$ cat src/rtl/multicycle_control_fsm.sv
// Multi-cycle LEGv8 control sequencer: one shared memory port, FETCH/DECODE/EXEC/MEM/WB
// states, retired-instruction counter, and sticky halts on illegal opcodes or memory timeout.
module multicycle_control_fsm #(
    parameter int MEM_TIMEOUT = 15,
    parameter int CNT_W       = 16
) (
    input  logic             clk,
    input  logic             reset,
    input  logic             run,
    input  logic [10:0]      opcode,
    input  logic             zero,
    input  logic             mem_ready,
    output logic             pc_write,
    output logic             ir_write,
    output logic             PCSrc,
    output logic             unconditional_branch,
    output logic             Reg2Loc,
    output logic             ALUSrc,
    output logic [1:0]       ALUOp,
    output logic             MemRead,
    output logic             MemWrite,
    output logic             MemtoReg,
    output logic             RegWrite,
    output logic [2:0]       state,
    output logic             illegal,
    output logic             timeout,
    output logic [CNT_W-1:0] instr_count
);

    typedef enum logic [2:0] {
        S_IDLE   = 3'd0,
        S_FETCH  = 3'd1,
        S_DECODE = 3'd2,
        S_EXEC   = 3'd3,
        S_MEM    = 3'd4,
        S_WB     = 3'd5,
        S_HALT   = 3'd6
    } state_t;

    typedef enum logic [2:0] {
        C_NONE = 3'd0,
        C_R    = 3'd1,
        C_LDUR = 3'd2,
        C_STUR = 3'd3,
        C_CBZ  = 3'd4,
        C_B    = 3'd5
    } class_t;

    // The wait counter only needs to reach MEM_TIMEOUT; with the timeout disabled it may wrap freely.
    localparam int                WAIT_W     = (MEM_TIMEOUT < 2) ? 1 : $clog2(MEM_TIMEOUT + 1);
    localparam logic [WAIT_W-1:0] WAIT_LIMIT = WAIT_W'(MEM_TIMEOUT);
    localparam bit                TIMEOUT_EN = (MEM_TIMEOUT != 0);

    state_t             state_q, state_d;
    class_t             class_q, class_d;
    class_t             decClass;
    logic [WAIT_W-1:0]  waitCnt_q, waitCnt_d;
    logic [CNT_W-1:0]   count_q, count_d;
    logic               illegal_q, illegal_d;
    logic               timeout_q, timeout_d;
    logic               retire;
    logic               expired;

    always_comb begin
        decClass = C_NONE;
        casez (opcode)
            11'b11111000010: decClass = C_LDUR;
            11'b11111000000: decClass = C_STUR;
            11'b10110100???: decClass = C_CBZ;
            11'b000101?????: decClass = C_B;
            11'b1??0101?000: decClass = C_R;
            default:         decClass = C_NONE;
        endcase
    end

    always_comb begin
        state_d              = state_q;
        class_d              = class_q;
        count_d              = count_q;
        illegal_d            = illegal_q;
        timeout_d            = timeout_q;
        waitCnt_d            = waitCnt_q;
        retire               = 1'b0;
        pc_write             = 1'b0;
        ir_write             = 1'b0;
        PCSrc                = 1'b0;
        unconditional_branch = 1'b0;
        Reg2Loc              = 1'b0;
        ALUSrc               = 1'b0;
        ALUOp                = 2'b00;
        MemRead              = 1'b0;
        MemWrite             = 1'b0;
        MemtoReg             = 1'b0;
        RegWrite             = 1'b0;
        expired              = TIMEOUT_EN && !mem_ready && (waitCnt_q == WAIT_LIMIT);

        case (state_q)
            S_IDLE: begin
                if (run) state_d = S_FETCH;
            end
            S_FETCH: begin
                MemRead = 1'b1;
                if (mem_ready) begin
                    ir_write = 1'b1;
                    pc_write = 1'b1;
                    state_d  = S_DECODE;
                end else if (expired) begin
                    state_d   = S_HALT;
                    timeout_d = 1'b1;
                end
            end
            S_DECODE: begin
                Reg2Loc = (decClass == C_STUR) || (decClass == C_CBZ);
                class_d = decClass;
                case (decClass)
                    C_NONE: begin
                        state_d   = S_HALT;
                        illegal_d = 1'b1;
                    end
                    C_B: begin
                        pc_write             = 1'b1;
                        PCSrc                = 1'b1;
                        unconditional_branch = 1'b1;
                        retire               = 1'b1;
                    end
                    default: state_d = S_EXEC;
                endcase
            end
            S_EXEC: begin
                case (class_q)
                    C_R: begin
                        ALUOp   = 2'b10;
                        state_d = S_WB;
                    end
                    C_LDUR, C_STUR: begin
                        ALUSrc  = 1'b1;
                        state_d = S_MEM;
                    end
                    C_CBZ: begin
                        Reg2Loc  = 1'b1;
                        ALUOp    = 2'b01;
                        pc_write = zero;
                        PCSrc    = zero;
                        retire   = 1'b1;
                    end
                    default: state_d = S_HALT;
                endcase
            end
            S_MEM: begin
                // Strobes stay asserted for every stall cycle so the access is never dropped.
                if (class_q == C_LDUR) begin
                    MemRead = 1'b1;
                    ALUSrc  = 1'b1;
                end else begin
                    MemWrite = 1'b1;
                    Reg2Loc  = 1'b1;
                end
                if (mem_ready) begin
                    if (class_q == C_LDUR) state_d = S_WB;
                    else                   retire  = 1'b1;
                end else if (expired) begin
                    state_d   = S_HALT;
                    timeout_d = 1'b1;
                end
            end
            S_WB: begin
                RegWrite = 1'b1;
                MemtoReg = (class_q == C_LDUR);
                retire   = 1'b1;
            end
            S_HALT: begin
                state_d = S_HALT;
            end
            default: state_d = S_IDLE;
        endcase

        if (retire) begin
            count_d = count_q + CNT_W'(1);
            state_d = run ? S_FETCH : S_IDLE;
        end

        if (state_d != state_q)
            waitCnt_d = '0;
        else if (((state_q == S_FETCH) || (state_q == S_MEM)) && !mem_ready)
            waitCnt_d = waitCnt_q + WAIT_W'(1);
    end

    always_ff @(posedge clk) begin
        if (reset) begin
            state_q   <= S_IDLE;
            class_q   <= C_NONE;
            waitCnt_q <= '0;
            count_q   <= '0;
            illegal_q <= 1'b0;
            timeout_q <= 1'b0;
        end else begin
            state_q   <= state_d;
            class_q   <= class_d;
            waitCnt_q <= waitCnt_d;
            count_q   <= count_d;
            illegal_q <= illegal_d;
            timeout_q <= timeout_d;
        end
    end

    assign state       = state_q;
    assign illegal     = illegal_q;
    assign timeout     = timeout_q;
    assign instr_count = count_q;

endmodule
$ cat config.mk
export PLATFORM = sky130hd
export DESIGN_NAME = multicycle_control_fsm
export DESIGN_NICKNAME = d
export VERILOG_FILES = /design/src/rtl/multicycle_control_fsm.sv
export SDC_FILE = /design/constraint.sdc
export NUM_CORES = 1
export LEC_CHECK = 0
export ABC_CLOCK_PERIOD_IN_PS = 4100
export CAP_MARGIN = 20
export CORE_ASPECT_RATIO = 0.5
export CORE_UTILIZATION = 30
export DETAILED_ROUTE_END_ITERATION = 10
export PLACE_DENSITY = 0.55
export SYNTH_ARGS = -nofsm -noshare
export SYNTH_HDL_FRONTEND = slang
export SYNTH_SLANG_ARGS = --single-unit
$ cat constraint.sdc
create_clock -name clk -period 4.1 [get_ports clk]
set_clock_uncertainty 0.2 [all_clocks]
set_input_delay 1.025 -clock clk [delete_from_list [all_inputs] [get_ports clk]]
set_output_delay 1.025 -clock clk [all_outputs]
set_load 0.1 [all_outputs]
==> Word level (Yosys, flattened, before mapping) <==
Cells that the tools add are included.
{ "totals": {"regBits": 28, "inputBits": 16, "out_inout_bits": 33, "word_cells": 73} }
{ "classes": {"n_bitwise": 1, "n_reduce_logical": 12, "n_eq_ne": 20, "add_sub_neg": 2, "n_mux": 32} }
{ "ops": {"columns": ["operator", "count"], "rows": [
  ["equality test 11 bit (second input constant)", 2],
  ["case mux 3 bit (7 select lines)", 1],
  ["equality test 3 bit (second input constant)", 6],
  ["two-way mux 3 bit", 6],
  ["adder 16 x 1 -> 16 bit (second input constant)", 1],
  ["equality test 8 bit (second input constant)", 2],
  ["equality test 3 x 2 -> 1 bit (second input constant)", 5],
  ["case mux 3 bit (5 select lines)", 1],
  ["two-way mux 1 bit", 14],
  ["case mux 3 bit (3 select lines)", 1],
  ["equality test 3 x 1 -> 1 bit (second input constant)", 2],
  ["equality test 6 x 3 -> 1 bit (second input constant)", 1],
  ["zero test 3 bit", 2],
  ["case mux 1 bit (2 select lines)", 3],
  ["case mux 1 bit (3 select lines)", 2],
  ["case mux 3 bit (2 select lines)", 1],
  ["OR reduction 2 bit", 3],
  ["adder 4 x 1 -> 4 bit (second input constant)", 1],
  ["equality test 4 bit (second input constant)", 1],
  ["case mux 1 bit (4 select lines)", 1],
  ["case mux 2 bit (2 select lines)", 1],
  ["!= test 3 bit", 1],
  ["AND reduction 3 bit", 1],
  ["logical AND 1 bit", 2],
  ["5 further kinds", 6]
]} }

==> Longest topological paths before layout <==
Gate-level depths: netlist of run 1.
{ "logic_depth": {"depth_word": 8, "ltp_mapped": 8, "mapped_depth_nobuf": 7} }

==> Worst setup path before layout of run 1 <==
No wires, ideal clock.
{ "synth_path": {"path_kind": "flip-flop to output port", "startpoint": "reg state_q[1] (netlist: state[1])", "endpoint": "out pc_write", "setup_slack_ns": -1.941, "n_path_buf": 1, "path_stages_with_launch": 7, "required_ns": 2.875, "arrival_time_ns": 4.816, "path_cell_list": "dfxtp_1 -> buf_2 -> nand4b_1 -> inv_1 -> nand2_1 -> a21oi_1 -> or2_1"} }
{ "synth_between": {"elab_chain_len": 2, "elab_cells_between_ends": 4, "classes_between": "3 x eq/ne; 1 x mux"} }
{ "synth_lines": {"columns": ["item", "line_no", "rtl"], "rows": [
  ["start, declared", "54", "state_t state_q, state_d;"],
  ["start signal, assigned", "197", "state_q <= state_d;"],
  ["equality test 3 x 2 -> 1 bit or equality test 3 x 1 -> 1 bit (tied branches)", "97", "case (state_q)"],
  ["case mux 1 bit (3 select lines) (*)", "97", null],
  ["end, declared", "13", "output logic pc_write,"]
]} }
Every way passes the cells marked *; elsewhere a longest branch is shown, timed or not.

==> Worst setup path in the final report of run 1 <==
{ "layout_path": {"startpoint": "in opcode[7]", "endpoint": "out Reg2Loc"} }
{ "layout_between": {"elab_chain_len": 5, "elab_cells_between_ends": 10, "classes_between": "7 x eq/ne; 2 x mux; 1 x reduce/logical"} }
{ "layout_lines": {"columns": ["item", "line_no", "rtl"], "rows": [
  ["start, declared", "10", "input logic [10:0] opcode,"],
  ["equality test 11 bit, or another cell as far along", "66", "casez (opcode)"],
  ["case mux 3 bit (5 select lines) (*)", "66", null],
  ["equality test 3 x 2 -> 1 bit or equality test 3 bit (tied branches)", "113", "Reg2Loc = (decClass == C_STUR) || (decClass == C_CBZ);"],
  ["logical OR 1 bit (*)", "113", null],
  ["case mux 1 bit (3 select lines) (*)", "97", null],
  ["end, declared", "17", "output logic Reg2Loc,"]
]} }
Marks and branches as above.

==> metrics.md, run 1 <==
| Metric | Value |
|---|---|
| Port bufs | `48` |
| Syn. warnings | `0` |
| FF/Latch Area | `564 um^2` |
| Clock period minus worst slack | `3980 ps` |
| Wire per inst | `13.3 um` |
| Routed WL | `4.27 mm` |
| Startpoint types | `primary input` |
| # Max-Cap Violations | `0` |
| Layout cell share with drive strength beyond 1 | `0.167` |
| Routed Antenna Nets | `0` |
| CP cell instances | `clkdlybuf4s50_1, and4b_1, nand2_1, o311a_1, o31ai_1, a211o_1, buf_12` |
| Post-DP HPWL | `3.23 mm` |
| CP arrival | `2760 ps` |
| Via count | `1613` |
| Residual DRC | `0` |
| Delay-heaviest family, CP | `compound AO/OA/AOI/OAI gates` |
| Vias/cell | `5.02` |
| Width of the die | `109 um` |
| Cell Area, Synth | `1710 um^2` |
| Diode count | `0` |
| Setup TNS | `0 ps` |
| Total CTS buffers | `3` |
| Seq/Total Area, Yosys | `0.328` |
| Top Ports | `49` |
| Vias in the first global route | `1410` |
| Initial antenna violation count | `0` |
| CP Data Required Time | `2870 ps` |
| Final instance area | `2440 um^2` |
| Crit-path max cell delay | `500 ps` |
| Final Max Tran Viols | `0` |
| TritonRoute pass-1 iters | `4` |
| HP Class | `reg2reg` |
| Post_cts resized | `0` |
| RSZ-0062 raised after global routing | `false` |
| Final hold viol count | `0` |
| Worst skew pair latency | `260 ps` |
| DIE AREA | `6030 um^2` |
| Crit-path slowest cell | `clkdlybuf4s50_1` |
| Syn nets | `223` |
| Leakage | `0.000905 uW` |
| CTS tree | `done` |
| Worst slack at placement | `42.4 ps` |
| Placement Cell Area | `2320 um^2` |
| Status | `finished, final reports clean` |
| Rows | `18` |
| Final nets | `271` |
| # fillers | `505` |
| Fin Hold WS | `267 ps` |
| Largest net degree at the start of global routing | `27` |
| H-tree depth | `1` |
| Cts hold-fix bufs | `0` |
| R2r setup slk | `1330 ps` |
| EDFF count, synth | `0` |
| Die Y | `55.4 um` |
| PD cells | `523 nW/um^2` |
| Crit path capture type | `output pin` |
| Initial Utilization | `0.329` |
| Grt ovf | `0` |
| Library cells used by synthesis | `51` |
| Area of the multi-input gates | `1120 um^2` |
| Core Area | `5200 um^2` |
| Bufs on Longest Clock Path | `2` |
| Seq cells post-synth | `28` |
| Asr flop ratio synth | `0` |
| DR iter-0 viols | `51` |
| Clock slew at reported path FFs | `70 ps` |
| Tot GR Track Use | `0.147` |
| Period Utilization, post-route | `0.971` |
| Syn Area/Cell | `8.38 um^2` |
| Upper clock frequency limit | `251 MHz` |
| Worst setup path category | `in2out` |
| Wire length of the first global-routing pass | `7.09 mm` |
| Peak VDD IR | `0.227 mV` |
| Synthesis-to-finish area growth | `42.7%` |
| PnR worst setup slack | `118 ps` |
| GPL Wtd Cong | `0.757` |
| Instance count of the mapped netlist | `204` |
| Max-slew headroom | `0.339` |
| Post-CTS Setup Repair Bufs | `0` |
| CP Buf/Inv Count | `2` |
| Setup violators final | `0` |
| Ys flop type | `dfxtp_1` |
| Clock sinks | `28` |
| Root Buffer | `clkbuf_16` |
| Worst-path maximum fanout | `3` |
| Worst Tran Pin Value | `989 ps` |
[stage by stage]
step	power [uW]	std cells	util
4_1_cts	1280	321	0.466
6_report	1280	321	0.469
3_3_place_gp	990	317	0.446
3_5_place_dp	991	317	0.446
5_1_grt	1340	321	0.469
2_1_floorplan	863	204	-
[cell usage after synthesis, types with 2 or more instances]
master,count,area (um^2)
a211o_1,2,17.5
a211oi_1,2,15.0
a21oi_1,8,40.0
a31oi_1,3,18.8
and2_1,2,12.5
and3_1,2,12.5
and4_1,2,17.5
buf_2,2,10.0
buf_4,2,15.0
buf_6,2,22.5
clkbuf_1,2,7.51
dfxtp_1,28,561
ha_1,3,37.5
inv_1,5,18.8
inv_2,2,7.51
mux2i_1,3,30.0
nand2_1,12,45.0
nand2b_1,4,25.0
nand3_1,9,45.0
nand3b_1,3,22.5
nand4_1,8,50.1
nor2_1,35,131
nor2b_1,6,37.5
nor3_1,5,25.0
nor3b_1,4,30.0
nor4_1,4,25.0
o211ai_1,2,15.0
o21ai_0,2,10.0
xnor2_1,4,35.0
xor2_1,15,131
[worst paths after layout]
path | start | to | depth (start not counted)
hold reg to reg | illegal$_SDFFE_PP0P_ | illegal$_SDFFE_PP0P_ | 2
setup reg to reg | state[1]$_SDFF_PP0_ | waitCnt_q[2]$_SDFFE_PP0P_ | 7
hold / removal | illegal$_SDFFE_PP0P_ | illegal$_SDFFE_PP0P_ | 2
setup / recovery | opcode[7] | Reg2Loc | 7
[cell type report]
type | instances | share of cell area
Sequential cell | 28 | 0.231
Clock inverter | 1 | 0.0123
Inverter | 7 | 0.0123
Multi-Input combinational cell | 160 | 0.458
Tap cell | 70 | 0.0359
Clock buffer | 3 | 0.0308
Timing Repair Buffer | 52 | 0.219
[state kept, by name, indices dropped and copies added (netlist names)]
| register | flops |
|---|---|
| class_q | 3 |
| state | 3 |
| timeout | 1 |
| illegal | 1 |
| waitCnt_q | 4 |
| instr_count | 16 |
[worst min-delay path: stages, from the launching register on]
cell and delay [ps]:
dfxtp_1 320, nor2_1 50, nor2_1 60
[where the power goes]
group          total [uW]  switching (uW)  internal (uW)  leakage, uW
Combinational         604             414            190     0.000627
Clock                 288            93.5            194    0.0000511
Sequential            383            84.6            299     0.000227
[layout by cell type (no fill, tap or decap), types with 3 or more instances in the layout]
cell type,instances
nor3b_2,4
nand3_1,9
nand3b_1,3
xor2_1,15
nand4_1,8
a21oi_1,7
nor4_1,4
buf_4,14
xnor2_1,4
dfxtp_1,25
nand2_1,12
nor2_1,35
mux2i_1,3
nor3_1,3
nor2b_1,6
clkdlybuf4s50_1,33
clkbuf_16,3
a31oi_1,3
buf_12,5
nand2b_1,4
ha_1,3
dfxtp_2,3
inv_1,4
[metal layers]
metal | GRT usage | vias to the layer above | wire [um]
met5 | 0 | - | 0
met4 | 0.0405 | 0 | 42
met3 | 0.0248 | 2 | 180
met2 | 0.214 | 36 | 1810
met1 | 0.219 | 744 | 2240
li1 | - | 831 | -
[cell families (layout without fill, tap and decap cells)]
group / count (synthesis) / in the layout / share of synthesized area
AOI/OAI and AO/OA: 31 / 31 / 0.157
xor gates and xnor gates: 19 / 19 / 0.0973
adders and majority gates: 3 / 3 / 0.0219
buffers and inverters: 16 / 63 / 0.0497
DFF: 28 / 28 / 0.328
muxes: 3 / 3 / 0.0176
and+or+nand+nor: 104 / 104 / 0.329
No activity file was read; power rests on OpenSTA's default activity.
==> inputs of run 2 (changes only) <==
--- a/config.mk
+++ b/config.mk
@@ -6,7 +6,7 @@
 export NUM_CORES = 1
 export LEC_CHECK = 0
 export ABC_CLOCK_PERIOD_IN_PS = 4100
-export CAP_MARGIN = 20
+export CAP_MARGIN = 15
 export CORE_ASPECT_RATIO = 0.5
 export CORE_UTILIZATION = 30
 export DETAILED_ROUTE_END_ITERATION = 10
==> results of run 2 <==
The final DEF is identical to that of run 1; final timing and power are the same.
